<file path="src/rtl/imem_loader.sv">
// Byte-stream program loader: assembles little-endian words from a valid/ready byte
// stream and writes them into instruction memory, holding the CPU until the load is done.
module imem_loader #(
  parameter int DATA_WIDTH = 32,
  parameter int BYTE_WIDTH = 8,
  parameter int DIR_WIDTH  = 10,
  parameter int MAX_WORDS  = 256
) (
  input  logic                  clk,
  input  logic                  rst,
  input  logic                  start,
  input  logic [8:0]            num_words,
  input  logic [BYTE_WIDTH-1:0] byte_in,
  input  logic                  byte_valid,
  output logic                  byte_ready,
  output logic                  we,
  output logic [DIR_WIDTH-1:0]  dir,
  output logic [DATA_WIDTH-1:0] data_in,
  output logic                  busy,
  output logic                  done,
  output logic                  cpu_hold,
  output logic [DATA_WIDTH-1:0] checksum
);

  localparam int              BYTES = DATA_WIDTH / BYTE_WIDTH;
  localparam int              CNTW  = $clog2(BYTES);
  localparam int              NW    = 9;
  localparam logic [NW-1:0]   MAXW  = NW'(MAX_WORDS);

  typedef enum logic [1:0] {IDLE, RECV, WRITE, DONE} state_t;

  state_t                state_q, state_d;
  logic [CNTW-1:0]       byte_cnt_q, byte_cnt_d;
  logic [DATA_WIDTH-1:0] word_q, word_d;
  logic [NW-1:0]         word_idx_q, word_idx_d;
  logic [NW-1:0]         n_q, n_d;
  logic                  byte_ready_q, byte_ready_d;
  logic                  we_q, we_d;
  logic [DIR_WIDTH-1:0]  dir_q, dir_d;
  logic [DATA_WIDTH-1:0] data_in_q, data_in_d;
  logic                  busy_q, busy_d;
  logic                  done_q, done_d;
  logic                  cpu_hold_q, cpu_hold_d;
  logic [DATA_WIDTH-1:0] checksum_q, checksum_d;

  logic                  accept;
  logic [NW-1:0]         n_clamp;

  assign accept  = byte_ready_q && byte_valid;
  assign n_clamp = (num_words > MAXW) ? MAXW : num_words;

  always_comb begin
    state_d      = state_q;
    byte_cnt_d   = byte_cnt_q;
    word_d       = word_q;
    word_idx_d   = word_idx_q;
    n_d          = n_q;
    byte_ready_d = byte_ready_q;
    we_d         = 1'b0;
    dir_d        = dir_q;
    data_in_d    = data_in_q;
    busy_d       = busy_q;
    done_d       = done_q;
    cpu_hold_d   = cpu_hold_q;
    checksum_d   = checksum_q;

    case (state_q)
      IDLE, DONE: begin
        if (start) begin
          n_d        = n_clamp;
          checksum_d = '0;
          word_idx_d = '0;
          byte_cnt_d = '0;
          word_d     = '0;
          if (n_clamp == '0) begin
            // Empty load: release the CPU straight away.
            state_d      = DONE;
            done_d       = 1'b1;
            busy_d       = 1'b0;
            cpu_hold_d   = 1'b0;
            byte_ready_d = 1'b0;
          end else begin
            state_d      = RECV;
            done_d       = 1'b0;
            busy_d       = 1'b1;
            cpu_hold_d   = 1'b1;
            byte_ready_d = 1'b1;
          end
        end
      end
      RECV: begin
        if (accept) begin
          word_d[int'(byte_cnt_q)*BYTE_WIDTH +: BYTE_WIDTH] = byte_in;
          byte_cnt_d = byte_cnt_q + 1'b1;
          if (byte_cnt_q == CNTW'(BYTES-1)) begin
            // Outputs are registered, so the write is set up here and shows in WRITE.
            state_d      = WRITE;
            byte_ready_d = 1'b0;
            we_d         = 1'b1;
            dir_d        = DIR_WIDTH'(32'(word_idx_q) * BYTES);
            data_in_d    = word_d;
          end
        end
      end
      WRITE: begin
        checksum_d = checksum_q + data_in_q;
        word_idx_d = word_idx_q + NW'(1);
        if (word_idx_d == n_q) begin
          state_d      = DONE;
          busy_d       = 1'b0;
          done_d       = 1'b1;
          cpu_hold_d   = 1'b0;
          byte_ready_d = 1'b0;
        end else begin
          state_d      = RECV;
          byte_ready_d = 1'b1;
        end
      end
      default: state_d = IDLE;
    endcase
  end

  always_ff @(posedge clk or posedge rst) begin
    if (rst) begin
      state_q      <= IDLE;
      byte_cnt_q   <= '0;
      word_q       <= '0;
      word_idx_q   <= '0;
      n_q          <= '0;
      byte_ready_q <= 1'b0;
      we_q         <= 1'b0;
      dir_q        <= '0;
      data_in_q    <= '0;
      busy_q       <= 1'b0;
      done_q       <= 1'b0;
      cpu_hold_q   <= 1'b1;
      checksum_q   <= '0;
    end else begin
      state_q      <= state_d;
      byte_cnt_q   <= byte_cnt_d;
      word_q       <= word_d;
      word_idx_q   <= word_idx_d;
      n_q          <= n_d;
      byte_ready_q <= byte_ready_d;
      we_q         <= we_d;
      dir_q        <= dir_d;
      data_in_q    <= data_in_d;
      busy_q       <= busy_d;
      done_q       <= done_d;
      cpu_hold_q   <= cpu_hold_d;
      checksum_q   <= checksum_d;
    end
  end

  assign byte_ready = byte_ready_q;
  assign we         = we_q;
  assign dir        = dir_q;
  assign data_in    = data_in_q;
  assign busy       = busy_q;
  assign done       = done_q;
  assign cpu_hold   = cpu_hold_q;
  assign checksum   = checksum_q;

endmodule

</file>
<file path="config.mk">
export PLATFORM = sky130hd
export DESIGN_NAME = imem_loader
export DESIGN_NICKNAME = d
export VERILOG_FILES = /design/src/rtl/imem_loader.sv
export SDC_FILE = /design/constraint.sdc
export NUM_CORES = 1
export LEC_CHECK = 0
export CAP_MARGIN = 20
export CORE_ASPECT_RATIO = 0.9
export CORE_MARGIN = 2
export CORE_UTILIZATION = 47
export CTS_BUF_LIST = sky130_fd_sc_hd__clkbuf_4 sky130_fd_sc_hd__clkbuf_8 sky130_fd_sc_hd__clkbuf_16
export DETAILED_ROUTE_END_ITERATION = 6
export PLACE_DENSITY_LB_ADDON = 0.2
export SLEW_MARGIN = 20
export SYNTH_ARGS = -nofsm -noshare
export SYNTH_HDL_FRONTEND = slang
export SYNTH_SLANG_ARGS = --single-unit
</file>
<file path="constraint.sdc">
create_clock -name clk -period 3.75 [get_ports clk]
set_input_delay 0.375 -clock clk [delete_from_list [all_inputs] [get_ports clk]]
set_output_delay 0.375 -clock clk [all_outputs]
set_load 0.005 [all_outputs]
</file>
==> results by group <==
GRT
  – Number of global-route vias before repair: between 6,000 and 7,000
  – First-pass GRT wire length: about 31,000 um
  – Initial antenna violation count: 0
  – Overflow after GRT: 0
  – Largest net degree at the start of global routing: 132
  – Tot GR Track Use: 0.2366

Setup path
  – Crit path required time: approximately 4.1 ns
  – CP Launch Type: register
  – Crit Path Class: register to register
  – Most frequent CP cell: o21ai_1
  – CP max-delay cell: a211oi_4
  – Flop2flop setup slack: ~0.85 ns
  – Sequence of cells on the critical path: ha_1, inv_1, fa_1, and2b_1, o2111ai_1, a21oi_2, o21a_4, a211oi_4, o21ai_1, a31oi_2, xor2_1, o21ai_1
  – CP max stage delay: a little over 0.4 ns
  – CP Data Arrival Time: between 3 and 4 ns
  – CP Max Fanout: 5
  – CP Capture Type: register

Power
  – Leakage power: between 4 and 5 nW
  – Switching Power: 1.944 mW
  – Reg power frac: 0.327
  – PD cells: roughly 630 nW/um^2
  – Combinational share of power: 0.330
  – Design Power: 5.764 mW
  – Internal: 3.820 mW
  – Sw Ratio: 0.3372
  – Clock Power Share: 0.344
  – Maximum VDD drop: 0.0004267 V

Finish
  – Post-route cell area: a little over 9000 sq um
  – Layout Nets: about 950
  – Synthesis-to-finish area growth: 24.37%
  – Antenna diodes: 0
  – Fillers: ~1,300
  – Layout cells sized above 1: 0.07598
  – Finished Layout Cells: approximately 1,100

Synth
  – Top_reg_cell synth: dfrtp_1
  – Mapped cell area: around 7400 sq um
  – Register area share after synthesis: 0.4432
  – Most frequent cell after synthesis: dfrtp_1
  – Synth unique cells: between 60 and 70
  – Yosys top cell by area: dfrtp_1
  – Share of the synthesized area in the top cell type: 0.4396
  – Syn Inst Count: 803
  – Register bit total from synthesis: ~130
  – Synth top area cells: dfrtp_1 44%, ha_1 6.9%, nand2_1 6.4%, o21ai_0 6.4%, a21oi_1 4.6%
  – FFs w/ async S/R, synth: 1.000
  – Post-synth EDFFs: 0
  – Ys Warns: 0
  – Synth Area per Inst: just over 9 sq um
  – Post-synth top cells: 130 x dfrtp_1, 126 x nand2_1, 94 x o21ai_0, 68 x a21oi_1, 41 x ha_1

STA
  – RSZ-0062 raised after global routing: no
  – Fin. Hold Viols: 0
  – Slew @ Worst Pin: roughly 0.91 ns
  – Skew final: about 0.0067 ns
  – Final setup TNS: 0 ns
  – F_max: between 300 and 400 MHz
  – Post-route minimum period: between 2 and 3 ns
  – Hold WS: 0.4733 ns
  – Crit share post-route: 0.7732
  – Max Slew Vio Count: 0
  – Final setup vio count: 0
  – Slew Limit Headroom: 0.3912

Routing
  – Final WL: around 19,000 um
  – DRT antenna net count: 0
  – Drt via density: around 5.6
  – Total number of vias: ~6,200
  – Remaining DRCs: 0
  – DR pass1 iterations: 4
  – Detailed router's first-iteration violation count: approximately 370
  – Routed WL per cell: between 15 and 20 um

Floorplanning
  – Core area: ~15,000 sq um
  – Starting density of the core: 0.4809
  – Die area: about 17,000 sq um
  – Die Ht: roughly 120 um
  – IO Pins: 100
  – Row cnt: 43
  – Die X-Extent: between 100 and 150 um

Clock tree
  – Clk buf depth: 2
  – Clock Latency Late Sink: about 0.42 ns
  – TritonCTS clock tree: yes
  – Clock buffer count from CTS: 17
  – Root buf cell: clkbuf_16
  – Htree depth: 4
  – Sink Count: around 130
  – Setup bufs post-CTS: 0
  – Hold_buf cts: 0
  – Post-cts resize count: 0
  – Clock transition at path regs: around 0.06 ns

Placed design
  – HPWL Detailed: about 13,000 um
  – Dpl cell area: between 8000 and 9000 sq um
  – I/O Buffers: 97
  – Placed cells: ~1,100
  – Final Wtd Congestion: 0.9030

Min path
  – Worst hold path type: register to register

Outcome
  – Status: complete, no violations

Job
  – Max Cap Viol: 0
-- worst paths after layout --
check                                  startpoint                  endpoint  depth (start not counted)
max                        data_in[0]$_DFFE_PP0P_  checksum[18]$_DFFE_PP0P_                         12
max reg2reg                data_in[0]$_DFFE_PP0P_  checksum[18]$_DFFE_PP0P_                         12
max in group asynchronous                     rst  checksum[12]$_DFFE_PP0P_                          3
min reg2reg                    dir[3]$_DFFE_PP0P_        dir[3]$_DFFE_PP0P_                          2
min                            dir[3]$_DFFE_PP0P_        dir[3]$_DFFE_PP0P_                          2
min in group asynchronous                     rst    word_q[24]$_DFFE_PP0P_                          3
-- power groups by stage --
stage	Clock [mW]	Sequential (mW)	Combinational (mW)
6_report	1.98	1.88	1.90
5_1_grt	2.07	1.91	2.13
4_1_cts	2.01	1.88	1.91
3_3_place_gp	0	1.89	1.83
2_1_floorplan	0	1.86	1.31
3_5_place_dp	0	1.90	1.89
-- per-layer routing --
metal,global-route usage,part of all wire,up-vias
met4,0.07161,0.015,0
met3,0.04797,0.047,18
met2,0.3681,0.46,151
met5,0,0,-
li1,-,-,2993
met1,0.3352,0.48,3011
-- placed cells by master (no fill, tap or decap), drive strengths merged, types with 19 or more instances in the layout --
master         count
a21o              20
clkbuf            19
nand2            126
a21oi             72
xor2              23
ha                41
nor2              28
a22o              25
clkdlybuf4s50     97
nor2b             24
dfrtp            130
o21ai            105
inv               26
-- critical path, delay by kind of cell (launching register included) --
family | cells | cell delay (ns)
AOI/OAI and AO/OA | 7 | 1.50
xor gates and xnor gates | 1 | 0.17
and+or+nand+nor | 1 | 0.19
buffers and inverters | 1 | 0.08
adders and majority gates | 2 | 0.43
DFF | 1 | 0.40
-- logic make-up after synthesis --
logic type | share of synthesized area
AO/OA/AOI/OAI | 0.2377
XOR/XNOR | 0.04853
adder cells (fa/ha/maj) | 0.07203
buffers and inverters | 0.04024
flip-flops | 0.4432
multiplexers | 0.005918
other | 0.0005068
AND/OR/NAND/NOR | 0.1518
-- state kept, by name, indices dropped and copies added (netlist names) --
signal	flops
busy	1
byte_cnt_q	2
byte_ready	1
checksum	32
cpu_hold	1
data_in	32
dir	8
done	1
n_q	9
state_q	2
we	1
word_idx_q	9
word_q	32
-- cell type report --
| cell class | count | area [sq um] | area share |
|---|---|---|---|
| Multi-Input combinational cell | 601 | 3826 | 0.4158 |
| Sequential cell | 131 | 3279 | 0.3564 |
| Inverter | 28 | 108.9 | 0.01183 |
| Clock inverter | 13 | 254.0 | 0.02760 |
| Clock buffer | 19 | 452.9 | 0.04922 |
| Tap cell | 202 | 252.7 | 0.02746 |
| Timing Repair Buffer | 103 | 1028 | 0.1118 |
-- stage by stage --
stage / setup WS [ns] / utilization
4_1_cts: 0.8890 / 0.5981
2_1_floorplan: 1.151 / -
5_1_grt: 0.6614 / 0.5981
3_3_place_gp: 0.9758 / 0.5521
6_report: 0.8504 / 0.5981
3_5_place_dp: 0.8966 / 0.5521
Power figures use the tool's default switching activity.
